File: src/rtl/aes_round_sequencer_if.sv
// Handshake/status bundle between the AES round sequencer and its requesters/datapath.
// The optional err line exists only when AES_SEQ_ERR_EN is defined.
interface aes_round_sequencer_if #(
  parameter int IDXW = 4
);
  logic            enc_req;
  logic [1:0]      enc_ks;
  logic            dec_req;
  logic [1:0]      dec_ks;
  logic            done_ack;
  logic            enc_gnt;
  logic            dec_gnt;
  logic            load;
  logic [1:0]      round_type;
  logic [IDXW-1:0] round_idx;
  logic            dir;
  logic [IDXW-1:0] nr_cur;
  logic            busy;
  logic            done;
`ifdef AES_SEQ_ERR_EN
  logic            err;
`endif

  modport master (
    output enc_req, enc_ks, dec_req, dec_ks, done_ack,
    input  enc_gnt, dec_gnt, load, round_type, round_idx, dir, nr_cur, busy, done
`ifdef AES_SEQ_ERR_EN
    , input err
`endif
  );

  modport slave (
    input  enc_req, enc_ks, dec_req, dec_ks, done_ack,
    output enc_gnt, dec_gnt, load, round_type, round_idx, dir, nr_cur, busy, done
`ifdef AES_SEQ_ERR_EN
    , output err
`endif
  );
endinterface

File: src/rtl/aes_round_sequencer.sv
// Iterative AES round controller arbitrating one round datapath between encrypt and decrypt requesters.
// Optional feature macro: AES_SEQ_ERR_EN (flags ks=11 requests with err instead of running them).
module aes_round_sequencer #(
  parameter int IDXW   = 4,
  parameter int NR_128 = 10,
  parameter int NR_192 = 12,
  parameter int NR_256 = 14
) (
  input  logic                  clk,
  input  logic                  reset,
  aes_round_sequencer_if.slave  bus
);

  typedef enum logic [2:0] {
    S_IDLE  = 3'd0,
    S_INIT  = 3'd1,
    S_ROUND = 3'd2,
    S_FINAL = 3'd3,
    S_DONE  = 3'd4
  } state_t;

  localparam logic [1:0] RT_NONE  = 2'b00;
  localparam logic [1:0] RT_INIT  = 2'b01;
  localparam logic [1:0] RT_MID   = 2'b10;
  localparam logic [1:0] RT_FINAL = 2'b11;

  localparam logic [IDXW-1:0] NR128 = IDXW'(NR_128);
  localparam logic [IDXW-1:0] NR192 = IDXW'(NR_192);
  localparam logic [IDXW-1:0] NR256 = IDXW'(NR_256);
  localparam logic [IDXW-1:0] ONE   = IDXW'(1);

  function automatic logic [IDXW-1:0] nr_decode(input logic [1:0] ks);
    logic [IDXW-1:0] nr;
    case (ks)
      2'b00:   nr = NR128;
      2'b01:   nr = NR192;
      default: nr = NR256;
    endcase
    return nr;
  endfunction

  state_t          state_q, state_d;
  logic            enc_gnt_q, enc_gnt_d;
  logic            dec_gnt_q, dec_gnt_d;
  logic            load_q, load_d;
  logic [1:0]      round_type_q, round_type_d;
  logic [IDXW-1:0] round_idx_q, round_idx_d;
  logic            dir_q, dir_d;
  logic [IDXW-1:0] nr_cur_q, nr_cur_d;
  logic            busy_q, busy_d;
  logic            done_q, done_d;
  // Round-robin pointer: 1 means decrypt was served last, so encrypt wins a tie.
  logic            last_dec_q, last_dec_d;
`ifdef AES_SEQ_ERR_EN
  logic            err_q, err_d;
`endif

  logic            any_req;
  logic            pick_dec;
  logic [1:0]      sel_ks;
  logic [IDXW-1:0] sel_nr;
  logic            last_round;
  logic            sel_illegal;

  always_comb begin
    any_req     = bus.enc_req | bus.dec_req;
    pick_dec    = bus.dec_req & (~bus.enc_req | ~last_dec_q);
    sel_ks      = pick_dec ? bus.dec_ks : bus.enc_ks;
    sel_nr      = nr_decode(sel_ks);
    last_round  = dir_q ? (round_idx_q == ONE) : (round_idx_q == (nr_cur_q - ONE));
`ifdef AES_SEQ_ERR_EN
    sel_illegal = (sel_ks == 2'b11);
`else
    sel_illegal = 1'b0;
`endif
  end

  // State register
  always_ff @(posedge clk or posedge reset) begin
    if (reset) begin
      state_q <= S_IDLE;
    end else begin
      state_q <= state_d;
    end
  end

  // Next-state logic
  always_comb begin
    state_d = state_q;
    case (state_q)
      S_IDLE: begin
        if (any_req) begin
          state_d = sel_illegal ? S_DONE : S_INIT;
        end
      end
      S_INIT:  state_d = S_ROUND;
      S_ROUND: begin
        if (last_round) begin
          state_d = S_FINAL;
        end
      end
      S_FINAL: state_d = S_DONE;
      S_DONE: begin
        if (bus.done_ack) begin
          state_d = S_IDLE;
        end
      end
      default: state_d = S_IDLE;
    endcase
  end

  // Output logic: every output is the registered image of what the next state requires.
  always_comb begin
    enc_gnt_d    = 1'b0;
    dec_gnt_d    = 1'b0;
    load_d       = 1'b0;
    round_type_d = RT_NONE;
    round_idx_d  = round_idx_q;
    dir_d        = dir_q;
    nr_cur_d     = nr_cur_q;
    busy_d       = (state_d != S_IDLE);
    done_d       = (state_d == S_DONE);
    last_dec_d   = last_dec_q;
`ifdef AES_SEQ_ERR_EN
    err_d        = err_q;
`endif
    case (state_d)
      S_INIT: begin
        enc_gnt_d    = ~pick_dec;
        dec_gnt_d    = pick_dec;
        load_d       = 1'b1;
        round_type_d = RT_INIT;
        dir_d        = pick_dec;
        nr_cur_d     = sel_nr;
        last_dec_d   = pick_dec;
        round_idx_d  = pick_dec ? sel_nr : '0;
      end
      S_ROUND: begin
        round_type_d = RT_MID;
        if (state_q == S_INIT) begin
          round_idx_d = dir_q ? (nr_cur_q - ONE) : ONE;
        end else begin
          round_idx_d = dir_q ? (round_idx_q - ONE) : (round_idx_q + ONE);
        end
      end
      S_FINAL: begin
        round_type_d = RT_FINAL;
        round_idx_d  = dir_q ? '0 : nr_cur_q;
      end
      S_DONE: begin
`ifdef AES_SEQ_ERR_EN
        // Illegal key size jumps straight here from IDLE: grant it, flag it, skip the datapath.
        if (state_q == S_IDLE) begin
          enc_gnt_d  = ~pick_dec;
          dec_gnt_d  = pick_dec;
          dir_d      = pick_dec;
          nr_cur_d   = sel_nr;
          last_dec_d = pick_dec;
          err_d      = 1'b1;
        end
`endif
      end
      default: begin
`ifdef AES_SEQ_ERR_EN
        err_d = 1'b0;
`endif
      end
    endcase
  end

  always_ff @(posedge clk or posedge reset) begin
    if (reset) begin
      enc_gnt_q    <= 1'b0;
      dec_gnt_q    <= 1'b0;
      load_q       <= 1'b0;
      round_type_q <= RT_NONE;
      round_idx_q  <= '0;
      dir_q        <= 1'b0;
      nr_cur_q     <= '0;
      busy_q       <= 1'b0;
      done_q       <= 1'b0;
      last_dec_q   <= 1'b1;
`ifdef AES_SEQ_ERR_EN
      err_q        <= 1'b0;
`endif
    end else begin
      enc_gnt_q    <= enc_gnt_d;
      dec_gnt_q    <= dec_gnt_d;
      load_q       <= load_d;
      round_type_q <= round_type_d;
      round_idx_q  <= round_idx_d;
      dir_q        <= dir_d;
      nr_cur_q     <= nr_cur_d;
      busy_q       <= busy_d;
      done_q       <= done_d;
      last_dec_q   <= last_dec_d;
`ifdef AES_SEQ_ERR_EN
      err_q        <= err_d;
`endif
    end
  end

  assign bus.enc_gnt    = enc_gnt_q;
  assign bus.dec_gnt    = dec_gnt_q;
  assign bus.load       = load_q;
  assign bus.round_type = round_type_q;
  assign bus.round_idx  = round_idx_q;
  assign bus.dir        = dir_q;
  assign bus.nr_cur     = nr_cur_q;
  assign bus.busy       = busy_q;
  assign bus.done       = done_q;
`ifdef AES_SEQ_ERR_EN
  assign bus.err        = err_q;
`endif

endmodule

File: src/flat_wrapper.sv
// flat-port wrapper written by rule: the top's interface ports become plain ports
module aes_round_sequencer_flat 
#(
  parameter int IDXW   = 4,
  parameter int NR_128 = 10,
  parameter int NR_192 = 12,
  parameter int NR_256 = 14
)
  (clk, reset, bus_enc_req, bus_enc_ks, bus_dec_req, bus_dec_ks, bus_done_ack, bus_enc_gnt, bus_dec_gnt, bus_load, bus_round_type, bus_round_idx, bus_dir, bus_nr_cur, bus_busy, bus_done);
  aes_round_sequencer_if #(.IDXW(IDXW)) bus_i ();
  input  logic clk;
  input  logic reset;
  input wire logic [$bits(bus_i.enc_req)-1:0] bus_enc_req;
  input wire logic [$bits(bus_i.enc_ks)-1:0] bus_enc_ks;
  input wire logic [$bits(bus_i.dec_req)-1:0] bus_dec_req;
  input wire logic [$bits(bus_i.dec_ks)-1:0] bus_dec_ks;
  input wire logic [$bits(bus_i.done_ack)-1:0] bus_done_ack;
  output wire logic [$bits(bus_i.enc_gnt)-1:0] bus_enc_gnt;
  output wire logic [$bits(bus_i.dec_gnt)-1:0] bus_dec_gnt;
  output wire logic [$bits(bus_i.load)-1:0] bus_load;
  output wire logic [$bits(bus_i.round_type)-1:0] bus_round_type;
  output wire logic [$bits(bus_i.round_idx)-1:0] bus_round_idx;
  output wire logic [$bits(bus_i.dir)-1:0] bus_dir;
  output wire logic [$bits(bus_i.nr_cur)-1:0] bus_nr_cur;
  output wire logic [$bits(bus_i.busy)-1:0] bus_busy;
  output wire logic [$bits(bus_i.done)-1:0] bus_done;
  assign bus_i.enc_req = bus_enc_req;
  assign bus_i.enc_ks = bus_enc_ks;
  assign bus_i.dec_req = bus_dec_req;
  assign bus_i.dec_ks = bus_dec_ks;
  assign bus_i.done_ack = bus_done_ack;
  assign bus_enc_gnt = bus_i.enc_gnt;
  assign bus_dec_gnt = bus_i.dec_gnt;
  assign bus_load = bus_i.load;
  assign bus_round_type = bus_i.round_type;
  assign bus_round_idx = bus_i.round_idx;
  assign bus_dir = bus_i.dir;
  assign bus_nr_cur = bus_i.nr_cur;
  assign bus_busy = bus_i.busy;
  assign bus_done = bus_i.done;
  aes_round_sequencer #(.IDXW(IDXW), .NR_128(NR_128), .NR_192(NR_192), .NR_256(NR_256)) u_core (.clk(clk), .reset(reset), .bus(bus_i));
endmodule
File: config.mk
export PLATFORM = sky130hd
export DESIGN_NAME = aes_round_sequencer_flat
export DESIGN_NICKNAME = d
export VERILOG_FILES = /design/src/rtl/aes_round_sequencer_if.sv /design/src/rtl/aes_round_sequencer.sv /design/src/flat_wrapper.sv
export SDC_FILE = /design/constraint.sdc
export NUM_CORES = 1
export LEC_CHECK = 0
export CORE_MARGIN = 10
export CORE_UTILIZATION = 25
export DETAILED_ROUTE_END_ITERATION = 7
export PLACE_DENSITY = 0.51
export SYNTH_ARGS = -nofsm -noshare
export SYNTH_HDL_FRONTEND = slang
export SYNTH_SLANG_ARGS = --single-unit
File: constraint.sdc
create_clock -name clk -period 1.6 [get_ports clk]
set_input_delay 0.32 -clock clk [delete_from_list [all_inputs] [get_ports clk]]
set_output_delay 0.32 -clock clk [all_outputs]
set_load 0.005 [all_outputs]
==> results of run 1 <==
[power breakdown]
part / internal [mW] / total [mW] / switching, mW / leakage, nW
logic: 1.30 / 2.37 / 1.07 / 0.557
registers: 0.718 / 0.942 / 0.224 / 0.226
clock network: 0.173 / 0.347 / 0.173 / 0.0255
total: 2.19 / 3.66 / 1.46 / 0.808
[sequential cells by signal, indices dropped and copies added, names as in the netlist]
register	count
u_core.bus.busy	1
u_core.bus.dec_gnt	1
u_core.bus.dir	1
u_core.bus.done	1
u_core.bus.enc_gnt	1
u_core.bus.load	1
u_core.bus.nr_cur	3
u_core.bus.round_idx	4
u_core.bus.round_type	2
u_core.last_dec_q	1
u_core.state_q	3
[kinds of logic (layout without fill, tap and decap cells)]
logic type / count (synthesis) / in the layout / synth area share
AND/OR/NAND/NOR: 33 / 33 / 0.1691
adder cells (fa/ha/maj): 4 / 4 / 0.04479
buffers and inverters: 18 / 73 / 0.07166
multiplexers: 3 / 3 / 0.02800
flip-flops: 19 / 19 / 0.4267
XOR/XNOR: 6 / 6 / 0.04703
other: 1 / 1 / 0.003356
AO/OA/AOI/OAI: 36 / 36 / 0.2094
[worst max path at each step]
stage,cells after the start,slack (ns),start,end
after floorplan,7,0.02,u_core.bus.nr_cur[1]$_DFFE_PP0P_,u_core.bus.round_idx[3]$_DFFE_PP0P_
after global placement,7,-0.13,bus_dec_req,u_core.bus.round_idx[1]$_DFFE_PP0P_
after detailed placement,7,-0.20,bus_dec_req,u_core.bus.round_idx[1]$_DFFE_PP0P_
after CTS,7,-0.11,u_core.bus.nr_cur[1]$_DFFE_PP0P_,u_core.bus.round_idx[3]$_DFFE_PP0P_
after global routing,7,-0.18,u_core.bus.nr_cur[1]$_DFFE_PP0P_,u_core.bus.round_idx[3]$_DFFE_PP0P_
final,1,-0.10,u_core.bus.round_idx[3]$_DFFE_PP0P_,bus_round_idx[3]
[cells in the final DEF, fill, tap and decap left out, drive strengths merged, types with 2 or more instances in the layout]
cell and count:
dlymetal6s2s 2, clkdlybuf4s50 17, o211ai 3, dfrtp 18, o21ai 16, buf 32, clkbuf 3, dlygate4sd2 4
nor2b 3, o22ai 3, mux2i 2, ha 4, nor2 6, inv 14, a21oi 8, nand2 7
xor2 5, nand2b 3, nor3 2, nand3 2, and2b 2
[final cells by class]
type / instances / area (sq um)
clock buffers: 3 / 41.29
repair buffers: 55 / 470.5
well taps: 52 / 65.06
flip-flops and latches: 19 / 479.2
clock inverters: 1 / 5.005
fillers: 422 / 2648
multi-input cells: 83 / 593.1
inverters: 14 / 52.55
[per-layer routing]
metal  GRT usage  vias to the layer above  wire length [um]  part of all wire
met1      0.1031                      502              1377              0.42
li1            -                      519                 -                 -
met4     0.03387                        0                49             0.015
met2      0.1519                       17              1664              0.51
met3     0.02154                        7               173             0.053
met5           0                        -                 0                 0
[timing repair]
item	in CTS	in global routing
endpoints found under the hold margin	0	0
endpoints found under the setup margin	12	10
pin swaps	6	3
buffers inserted	6	0
gates resized for setup	9	3
gates cloned	0	0
[synthesized netlist by cell type]
library cell and n:
mux2i_1 2, nor2_1 6, and4b_1 1, conb_1 1, a21oi_2 1, o211ai_1 2, o21ai_1 2, o22ai_1 3
o311ai_0 1, inv_1 14, xnor2_1 1, nor3_1 2, a21boi_0 1, and2b_1 2, nand3b_1 1, o21ai_0 14
or3_1 1, nand2b_1 3, nand3_1 2, dfstp_2 1, o21a_1 1, and2_1 1, o211ai_4 1, dfrtp_1 18
nor4b_2 1, a21oi_1 7, nor3b_1 1, nand2_1 7, buf_6 1, mux2_2 1, ha_1 4, nor2b_1 3
clkbuf_1 1, buf_4 1, a2bb2oi_2 1, buf_2 1, a21o_1 1, or3b_1 1, xor2_1 5, nand4_1 1
o41ai_1 1
[through the flow]
| step | hold slack [ns] | TNS, ns |
|---|---|---|
| after floorplan | 0.2704 | 0 |
| after global placement | 0.4727 | -0.5843 |
| after detailed placement | 0.4563 | -0.8937 |
| after CTS | 0.3989 | -0.4246 |
| after global routing | 0.4461 | -1.032 |
| final | 0.3839 | -0.2695 |
==> results_tabular.tex, run 1 <==
\begin{tabular}{lr}
\hline
Metric & Value \\
\hline
\multicolumn{2}{l}{\textbf{Run status}} \\
\quad Status & complete, but fails checks \\
\quad Violated checks & negative setup slack \\
\multicolumn{2}{l}{\textbf{Layout}} \\
\quad Layout cells sized above 1 & 0.2857 \\
\quad Number of standard cells in the layout, taps in and fillers out & 227 \\
\quad Final Util & 0.3920 \\
\quad Post-route cell area & 0.001707 sq mm \\
\quad Number of nets in the final layout & 189 \\
\quad Area growth from synthesis to layout & 52.74\% \\
\quad Number of antenna repair diodes & 0 \\
\multicolumn{2}{l}{\textbf{Power}} \\
\quad Pleak & 0.8084 nW \\
\quad Pwr dens & 2143 mW/mm\^{}2 \\
\quad Peak supply drop & 0.5579 mV \\
\quad Power, Total & 3.657 mW \\
\multicolumn{2}{l}{\textbf{Critical path}} \\
\quad Register-to-register setup slack & -0.07 ns \\
\quad Critical Setup Path Class & flip-flop to primary output \\
\quad Number of buffer and inverter stages on the critical path & 1 \\
\quad Crit-path max cell delay & 0.57 ns \\
\quad Peak fanout along the critical path & 7 \\
\quad Worst reg2reg path endpoint & u\_core.bus.round\_idx[3]\$\_DFFE\_PP0P\_ \\
\quad Worst Path Required & 1.28 ns \\
\quad Kind of launch point of the worst setup path & flip-flop \\
\quad Cell at the slowest stage of the critical path & clkdlybuf4s50\_1 \\
\quad Largest delay share family, worst path & buffers and inverters \\
\quad Path depth of the worst reg2reg path & 7 \\
\quad Beginning of the worst register-to-register path & u\_core.bus.nr\_cur[1]\$\_DFFE\_PP0P\_ \\
\quad Type of element capturing the critical path & primary output \\
\quad Arrival time at the worst endpoint & 1.38 ns \\
\quad Series of cell instances along the critical path & clkdlybuf4s50\_1 \\
\multicolumn{2}{l}{\textbf{Die}} \\
\quad I/O pin cnt & 25 \\
\quad Standard-cell row count & 24 \\
\quad Height of the die & 86.85 um \\
\quad Horizontal die dimension & 86.85 um \\
\quad Starting density of the core & 0.2566 \\
\quad Die area & 0.007543 sq mm \\
\quad Core Box Area & 0.004354 sq mm \\
\multicolumn{2}{l}{\textbf{Yosys}} \\
\quad Seq cells post-synth & 19 \\
\quad Post-synthesis instance area & 0.001117 sq mm \\
\quad Portion of the post-synthesis area used by sequential elements & 0.4267 \\
\quad Synthesis Warnings & 0 \\
\quad Cell types occupying the most area after synthesis & dfrtp\_1, o21ai\_0, inv\_1 \\
\quad Count of different cell masters after synthesis & 41 \\
\quad Area fraction of the dominant cell type after synthesis & 0.4031 \\
\quad Net count after synthesis & 133 \\
\quad Cell type with the highest aggregate area in the netlist & dfrtp\_1 \\
\quad Post-Synthesis Cells & 120 \\
\quad Mapped Avg Cell Area & 9.311 sq um \\
\multicolumn{2}{l}{\textbf{Placed design}} \\
\quad Hpwl dp & 2546 um \\
\quad Routability cong. & 0.8532 \\
\quad \# port buffers & 23 \\
\quad Place WS & -0.1978 ns \\
\quad Total cell area at the placement stage & 0.001593 sq mm \\
\quad Cells after DPL & 217 \\
\multicolumn{2}{l}{\textbf{Clock network}} \\
\quad Longest Clk Path Bufs & 2 \\
\quad Clock transition at the register clock pins on the worst setup and hold paths after CTS & 0.08 ns \\
\quad Clock insertion delay at the later pin of the skew report & 0.26 ns \\
\quad Clock sink count & 19 \\
\quad \# hold bufs at CTS & 0 \\
\quad Clock buffers created by TritonCTS & 3 \\
\quad H-Tree Level Count & 1 \\
\quad Clk root buf & clkbuf\_8 \\
\quad CTS tree & done \\
\multicolumn{2}{l}{\textbf{Timing}} \\
\quad Period utilisation layout & 1.063 \\
\quad F\_max & 588.0 MHz \\
\quad Unrepaired setup endpoints after global routing & yes \\
\quad Total of endpoints with negative setup slack in the final report & 5 \\
\quad Smallest setup slack after layout & -0.1007 ns \\
\quad Fin crit period & 1.701 ns \\
\quad Number of max-slew violations in the final report & 0 \\
\quad Hold violation count in the final report & 0 \\
\quad Max Clock Skew & 0.0007374 ns \\
\multicolumn{2}{l}{\textbf{Detailed routing}} \\
\quad First-pass iteration count of the detailed router & 4 \\
\quad DRC violation total after the first TritonRoute iteration & 65 \\
\quad Vias per Instance & 4.604 \\
\quad Total DRC errors in the routed layout & 0 \\
\quad WL/cell & 14.38 um \\
\quad Total Routed Length & 3264 um \\
\quad Vias & 1045 \\
\quad Count of nets left with antenna violations after detail routing & 0 \\
\multicolumn{2}{l}{\textbf{GRT}} \\
\quad Aggregate global routing overflow & 0 \\
\quad Overall fraction of global-route tracks in use & 0.08861 \\
\quad Number of antenna violations at the first check in global routing & 0 \\
\quad Largest net degree at the start of global routing & 20 \\
\quad Wire length of the first global-routing pass & 5326 um \\
\quad Via count of the first global-routing pass & 1060 \\
\multicolumn{2}{l}{\textbf{Flow run}} \\
\quad Number of max-cap violations & 0 \\
\multicolumn{2}{l}{\textbf{Hold path}} \\
\quad Worst min path class & input port to asynchronous set/reset pin \\
\hline
\end{tabular}
(Power assumes the default switching activity.)
==> run 2: changes to the inputs <==
--- a/config.mk
+++ b/config.mk
@@ -5,6 +5,7 @@
 export SDC_FILE = /design/constraint.sdc
 export NUM_CORES = 1
 export LEC_CHECK = 0
+export CAP_MARGIN = 20
 export CORE_MARGIN = 10
 export CORE_UTILIZATION = 25
 export DETAILED_ROUTE_END_ITERATION = 7
==> results of run 2 <==
Same layout as run 1: the final DEF is identical, and so are final timing and power.
